`config.mk`:
```
export PLATFORM = sky130hd
export DESIGN_NAME = fadd16_op_sequencer_flat
export DESIGN_NICKNAME = d
export VERILOG_FILES = /design/src/rtl/fadd16_op_sequencer_if.sv /design/src/rtl/fadd16_op_sequencer.sv /design/src/flat_wrapper.sv
export SDC_FILE = /design/constraint.sdc
export NUM_CORES = 1
export LEC_CHECK = 0
export CAP_MARGIN = 15
export CORE_ASPECT_RATIO = 0.8
export CORE_UTILIZATION = 41
export CTS_BUF_LIST = sky130_fd_sc_hd__clkbuf_8
export CTS_CLUSTER_DIAMETER = 30
export DETAILED_ROUTE_END_ITERATION = 6
export DONT_BUFFER_PORTS = 1
export GPL_TIMING_DRIVEN = 0
export HOLD_SLACK_MARGIN = 0.05
export PLACE_DENSITY_LB_ADDON = 0.12
export SYNTH_ARGS = -nofsm -noshare
export SYNTH_HDL_FRONTEND = slang
export SYNTH_SLANG_ARGS = --single-unit
```
`constraint.sdc`:
```
create_clock -name clk -period 2.8 [get_ports clk]
set_input_delay 0.14 -clock clk [delete_from_list [all_inputs] [get_ports clk]]
set_output_delay 0.14 -clock clk [all_outputs]
set_load 0.005 [all_outputs]
```
`src/rtl/fadd16_op_sequencer_if.sv`:
```
// rtl/fadd16_op_sequencer_if.sv - rounding-mode type and the sequencer's stream/adder bundle
// Optional out_nan member is present only when FADD16_SEQ_NAN_FLAG_EN is defined.
package fadd16_seq_pkg;
    typedef enum logic [2:0] {
        RM_RNE = 3'd0,
        RM_RTZ = 3'd1,
        RM_RDN = 3'd2,
        RM_RUP = 3'd3,
        RM_RMM = 3'd4
    } fpu_rounding_mode_t;
endpackage

interface fadd16_op_sequencer_if;
    import fadd16_seq_pkg::*;

    logic               in_valid;
    logic               in_ready;
    logic [15:0]        in_a;
    logic [15:0]        in_b;
    fpu_rounding_mode_t in_rm;
    logic [15:0]        float1;
    logic [15:0]        float2;
    fpu_rounding_mode_t rounding_mode;
    logic [15:0]        sum;
    logic               out_valid;
    logic               out_ready;
    logic [15:0]        out_sum;
    logic               busy;

`ifdef FADD16_SEQ_NAN_FLAG_EN
    logic               out_nan;

    modport master (
        input  in_valid, in_a, in_b, in_rm, sum, out_ready,
        output in_ready, float1, float2, rounding_mode, out_valid, out_sum, busy, out_nan
    );
    modport slave (
        output in_valid, in_a, in_b, in_rm, sum, out_ready,
        input  in_ready, float1, float2, rounding_mode, out_valid, out_sum, busy, out_nan
    );
`else
    modport master (
        input  in_valid, in_a, in_b, in_rm, sum, out_ready,
        output in_ready, float1, float2, rounding_mode, out_valid, out_sum, busy
    );
    modport slave (
        output in_valid, in_a, in_b, in_rm, sum, out_ready,
        input  in_ready, float1, float2, rounding_mode, out_valid, out_sum, busy
    );
`endif
endinterface

```
`src/rtl/fadd16_op_sequencer.sv`:
```
// rtl/fadd16_op_sequencer.sv - issues one FP16 add at a time to fadd16 and queues sums in a FWFT FIFO
// Define FADD16_SEQ_NAN_FLAG_EN to store a per-entry NaN flag and expose out_nan.
module fadd16_op_sequencer
    import fadd16_seq_pkg::*;
#(
    parameter int ADD_LATENCY = 0,
    parameter int FIFO_DEPTH  = 4
) (
    input  logic                   clk,
    input  logic                   rst,
    fadd16_op_sequencer_if.master  bus
);
    localparam int AW = $clog2(FIFO_DEPTH);
    localparam int PW = AW + 1;
`ifdef FADD16_SEQ_NAN_FLAG_EN
    localparam int FW = 17;
`else
    localparam int FW = 16;
`endif

    typedef enum logic [1:0] {
        S_IDLE    = 2'd0,
        S_WAIT    = 2'd1,
        S_CAPTURE = 2'd2
    } state_t;

    state_t             r_state;
    state_t             w_state_nxt;
    logic [3:0]         r_cnt;
    logic [15:0]        r_float1;
    logic [15:0]        r_float2;
    fpu_rounding_mode_t r_rm;

    logic [FW-1:0]      r_mem [FIFO_DEPTH];
    logic [PW-1:0]      r_wr_ptr;
    logic [PW-1:0]      r_rd_ptr;
    logic [PW-1:0]      w_count;
    logic [FW-1:0]      w_wdata;
    logic [FW-1:0]      w_head;
    logic               w_in_ready;
    logic               w_accept;
    logic               w_push;
    logic               w_pop;

    assign w_count = r_wr_ptr - r_rd_ptr;
    assign w_pop   = (w_count != '0) && bus.out_ready;
    assign w_head  = r_mem[r_rd_ptr[AW-1:0]];

`ifdef FADD16_SEQ_NAN_FLAG_EN
    logic w_nan;
    assign w_nan       = (bus.sum[14:10] == 5'h1F) && (bus.sum[9:0] != 10'd0);
    assign w_wdata     = {w_nan, bus.sum};
    assign bus.out_nan = w_head[16];
`else
    assign w_wdata     = bus.sum;
`endif

    // A slot is free at accept and only pops happen before the capture, so the write never overflows.
    always_comb begin
        w_state_nxt = r_state;
        w_in_ready  = 1'b0;
        w_accept    = 1'b0;
        w_push      = 1'b0;
        case (r_state)
            S_IDLE: begin
                w_in_ready = !rst && (w_count < PW'(FIFO_DEPTH));
                w_accept   = bus.in_valid && w_in_ready;
                if (w_accept) w_state_nxt = S_WAIT;
            end
            S_WAIT: begin
                if (r_cnt == 4'd0) w_state_nxt = S_CAPTURE;
            end
            S_CAPTURE: begin
                w_push      = 1'b1;
                w_state_nxt = S_IDLE;
            end
            default: w_state_nxt = S_IDLE;
        endcase
    end

    always_ff @(posedge clk or posedge rst) begin
        if (rst) begin
            r_state  <= S_IDLE;
            r_cnt    <= 4'd0;
            r_float1 <= 16'h0000;
            r_float2 <= 16'h0000;
            r_rm     <= RM_RNE;
        end else begin
            r_state <= w_state_nxt;
            if (w_accept) begin
                r_float1 <= bus.in_a;
                r_float2 <= bus.in_b;
                r_rm     <= bus.in_rm;
                r_cnt    <= 4'(ADD_LATENCY);
            end else if (r_state == S_WAIT && r_cnt != 4'd0) begin
                r_cnt <= r_cnt - 4'd1;
            end
        end
    end

    always_ff @(posedge clk or posedge rst) begin
        if (rst) begin
            r_wr_ptr <= '0;
            r_rd_ptr <= '0;
            for (int i = 0; i < FIFO_DEPTH; i++) r_mem[i] <= '0;
        end else begin
            if (w_push) begin
                r_mem[r_wr_ptr[AW-1:0]] <= w_wdata;
                r_wr_ptr                <= r_wr_ptr + PW'(1);
            end
            if (w_pop) r_rd_ptr <= r_rd_ptr + PW'(1);
        end
    end

    assign bus.in_ready      = w_in_ready;
    assign bus.float1        = r_float1;
    assign bus.float2        = r_float2;
    assign bus.rounding_mode = r_rm;
    assign bus.out_valid     = (w_count != '0);
    assign bus.out_sum       = w_head[15:0];
    assign bus.busy          = (r_state != S_IDLE);
endmodule
```
`src/flat_wrapper.sv`:
```
// flat-port wrapper written by rule: the top's interface ports become plain ports
module fadd16_op_sequencer_flat import fadd16_seq_pkg::*;
#(
    parameter int ADD_LATENCY = 0,
    parameter int FIFO_DEPTH  = 4
)
  (clk, rst, bus_in_valid, bus_in_a, bus_in_b, bus_in_rm, bus_sum, bus_out_ready, bus_in_ready, bus_float1, bus_float2, bus_rounding_mode, bus_out_valid, bus_out_sum, bus_busy);
  fadd16_op_sequencer_if bus_i ();
  input  logic clk;
  input  logic rst;
  input wire logic [$bits(bus_i.in_valid)-1:0] bus_in_valid;
  input wire logic [$bits(bus_i.in_a)-1:0] bus_in_a;
  input wire logic [$bits(bus_i.in_b)-1:0] bus_in_b;
  input wire logic [$bits(bus_i.in_rm)-1:0] bus_in_rm;
  input wire logic [$bits(bus_i.sum)-1:0] bus_sum;
  input wire logic [$bits(bus_i.out_ready)-1:0] bus_out_ready;
  output wire logic [$bits(bus_i.in_ready)-1:0] bus_in_ready;
  output wire logic [$bits(bus_i.float1)-1:0] bus_float1;
  output wire logic [$bits(bus_i.float2)-1:0] bus_float2;
  output wire logic [$bits(bus_i.rounding_mode)-1:0] bus_rounding_mode;
  output wire logic [$bits(bus_i.out_valid)-1:0] bus_out_valid;
  output wire logic [$bits(bus_i.out_sum)-1:0] bus_out_sum;
  output wire logic [$bits(bus_i.busy)-1:0] bus_busy;
  assign bus_i.in_valid = bus_in_valid;
  assign bus_i.in_a = bus_in_a;
  assign bus_i.in_b = bus_in_b;
  assign bus_i.in_rm = bus_in_rm;
  assign bus_i.sum = bus_sum;
  assign bus_i.out_ready = bus_out_ready;
  assign bus_in_ready = bus_i.in_ready;
  assign bus_float1 = bus_i.float1;
  assign bus_float2 = bus_i.float2;
  assign bus_rounding_mode = bus_i.rounding_mode;
  assign bus_out_valid = bus_i.out_valid;
  assign bus_out_sum = bus_i.out_sum;
  assign bus_busy = bus_i.busy;
  fadd16_op_sequencer #(.ADD_LATENCY(ADD_LATENCY), .FIFO_DEPTH(FIFO_DEPTH)) u_core (.clk(clk), .rst(rst), .bus(bus_i));
endmodule
```
==> impl_metrics.py <==
metrics = {
    "final_layout": {
        "final_cell_mix": "111 x dfrtp_1, 98 x mux2_2, 53 x dlygate4sd3_1, 16 x mux4_2, 11 x clkbuf_8",
        "antenna_cells": 0,
        "drive_gt1_frac": 0.407,
        "fillCellCount": 923,
        "area_growth_pct": 19.9,
        "utilization": 0.516,
        "final_common_cell": "dfrtp_1",
        "num-nets-final": 426,
    },
    "logic_synthesis": {
        "synth-seq-cells": 111,
        "ys_seq_area_frac": 0.582,
        "yosysWarnings": 0,
        "synthDistinctLibCells": 28,
        "avgSynthCellArea_um2": 16.1,
        "syn_nets": 360,
        "synthCells": 296,
        "syn-cell-area_um2": 4770,
    },
    "sta": {
        "grt_setup_unrepaired": "no",
        "setup_tns_ps": 0,
        "hold_viol_final": 0,
        "worstMarginPinSlew_ps": 879,
        "fmax_mhz": 385,
        "slew_headroom": 0.413,
        "period_share": 0.927,
        "drv_slew": 0,
        "worst_slack_ps": 205,
        "period_needed_ps": 2600,
        "setup_viol": 0,
        "clock_skew_ps": 7.92,
    },
    "placement": {
        "place_ws_ps": 223,
        "routabilityCongestion": 0.722,
        "io_buffers": 0,
        "dpl.hpwl_um": 6100,
    },
    "global_routing": {
        "overflow": 0,
        "grt_pass1_vias": 2789,
        "grt_first_pass_wirelength_um": 14900,
        "antenna_found_initial": 0,
        "grt_max_degree": 43,
        "grt.total_usage": 0.164,
    },
    "hold_path": {
        "hold_path.class": "in2reg",
        "min_from": "rst",
        "whs_path_depth": 3,
        "hold_end": "u_core.r_cnt[0]",
    },
    "die": {
        "core_um2": 11100,
        "dieArea_um2": 12100,
        "top_level_ports": 109,
        "die_w_um": 123,
        "start_util": 0.430,
        "rows": 34,
        "die_h_um": 98.5,
    },
    "setup_path": {
        "r2r-start": "u_core.r_wr_ptr[0]",
        "crit_arrival_ps": 2840,
        "rr_worst_depth": 7,
        "crit_path_max_fanout": 10,
        "r2r-end": "u_core.bus.float1[10]",
        "r2r_slack_ps": 200,
        "worst-setup-path-type": "reg2reg",
        "crit_required_ps": 3050,
        "worstSetupStartpointType": "register",
        "endpoint_kind": "register",
    },
    "clocking": {
        "htree_levels": 3,
        "clkTransAtPathRegs_ps": 90,
        "worstSkewPairLatency_ps": 360,
        "clock-root-buffer": "clkbuf_8",
        "cts_tree": "built",
        "cts_buffers": 9,
        "clock_sinks": 111,
        "clockBufferDepth": 2,
        "cts_resized": 0,
    },
    "drt": {
        "wl_um": 9080,
        "drt_pre_antenna_iters": 4,
        "post_drt_via_cell_ratio": 5.09,
        "drt_first_iter_violations": 87,
        "dr_total_vias": 2595,
        "post_drt_wl_per_cell_um": 17.8,
        "drtAntennaViolNets": 0,
        "drcViolationCount": 0,
    },
    "power_and_ir_drop": {
        "cellPowerDensity_nw_per_um2": 1080,
        "finalPower_uw": 6160,
        "power.leakage_uw": 0.00239,
        "vdd.ir_drop.worst_mv": 0.344,
    },
    "job": {
        "max_cap_violations": 0,
    },
    "outcome": {
        "outcome": "completed",
    },
}
how the worst max path moves through the flow:
stage                        from               endpoint  slack [ps]  depth (start not counted)
4_1_cts        u_core.r_wr_ptr[0]  u_core.bus.float2[14]         200                          7
5_1_grt        u_core.r_wr_ptr[0]   u_core.bus.float1[6]          90                          7
6_report       u_core.r_wr_ptr[0]  u_core.bus.float1[10]         200                          7
3_3_place_gp   u_core.r_wr_ptr[0]  u_core.bus.float1[13]         250                          7
3_5_place_dp   u_core.r_wr_ptr[0]  u_core.bus.float2[14]         220                          7
2_1_floorplan  u_core.r_wr_ptr[0]  u_core.bus.float1[10]         460                          7
per-stage QoR:
stage | instances | hold slack [ps] | instance area (um^2)
2_1_floorplan | 296 | 275 | 4780
3_3_place_gp | 440 | 281 | 4960
3_5_place_dp | 442 | 239 | 5000
4_1_cts | 510 | 98.0 | 5720
5_1_grt | 510 | 121 | 5720
6_report | 510 | 122 | 5720
critical path, cell delays in order, from the launching register on:
cell and delay (ps):
dfrtp_1 380, inv_1 110, ha_1 200, fa_1 420
xor3_2 300, nor4b_4 500, buf_6 230, mux2_2 340
cell usage after synthesis:
master / count / area share
dfrtp_1: 111 / 0.58
mux2_2: 98 / 0.23
mux4_2: 16 / 0.075
ha_1: 8 / 0.021
nand2_1: 8 / 0.0063
o21ai_0: 7 / 0.0073
buf_2: 6 / 0.0063
inv_1: 6 / 0.0047
a21oi_1: 4 / 0.0042
buf_6: 4 / 0.0094
xnor2_1: 4 / 0.0073
mux2_1: 3 / 0.0071
or2_2: 3 / 0.0039
clkbuf_1: 2 / 0.0016
nand2b_1: 2 / 0.0026
or3_1: 2 / 0.0026
buf_1: 1 / 0.00079
fa_1: 1 / 0.0042
nor2_1: 1 / 0.00079
nor2b_1: 1 / 0.0013
nor3_1: 1 / 0.0010
nor3b_1: 1 / 0.0016
nor4b_4: 1 / 0.0050
o21bai_1: 1 / 0.0016
or3b_2: 1 / 0.0018
or4_1: 1 / 0.0016
or4b_2: 1 / 0.0021
xor3_2: 1 / 0.0052
area by class of cell:
| class | count | area [um^2] | area share |
|---|---|---|---|
| flip-flops and latches | 111 | 2780 | 0.485 |
| multi-input cells | 166 | 1890 | 0.330 |
| repair buffers | 55 | 571 | 0.0997 |
| well taps | 144 | 180 | 0.0315 |
| clock buffers | 11 | 151 | 0.0264 |
| plain buffers | 13 | 86.3 | 0.0151 |
| clock inverters | 4 | 45.0 | 0.00787 |
| inverters | 6 | 26.3 | 0.00459 |
state kept, by name (all words and copies together) (netlist names):
name,flops
u_core.r_wr_ptr,3
u_core.r_state,2
u_core.bus.float1,16
u_core.bus.rounding_mode,3
u_core.r_mem,64
u_core.bus.float2,16
u_core.r_cnt,4
u_core.r_rd_ptr,3
layer usage:
| layer | up-vias | part of all wire | global-route usage |
|---|---|---|---|
| met2 | 46 | 0.51 | 0.268 |
| met3 | 9 | 0.038 | 0.0446 |
| met1 | 1344 | 0.45 | 0.215 |
| met4 | 0 | 0.011 | 0.0469 |
| met5 | - | 0 | 0 |
| li1 | 1196 | - | - |
repair_timing:
action	in CTS	in global routing
hold buffers	53	0
setup buffers	0	0
hold endpoints to repair	138	0
power breakdown:
| group | switching (uW) | leakage [uW] | internal, uW |
|---|---|---|---|
| clock network | 504 | 0.000105 | 454 |
| logic | 928 | 0.000974 | 1400 |
| registers | 462 | 0.00131 | 2420 |
| total | 1890 | 0.00239 | 4270 |
cells by family after synthesis:
group / Yosys count / synth area share
multiplexers: 117 / 0.314
flip-flops: 111 / 0.582
AND/OR/NAND/NOR: 23 / 0.0307
buffers and inverters: 19 / 0.0228
AO/OA/AOI/OAI: 12 / 0.0131
adder cells (fa/ha/maj): 9 / 0.0252
XOR/XNOR: 5 / 0.0126
Note: power is estimated with default switching activity, not from simulation.
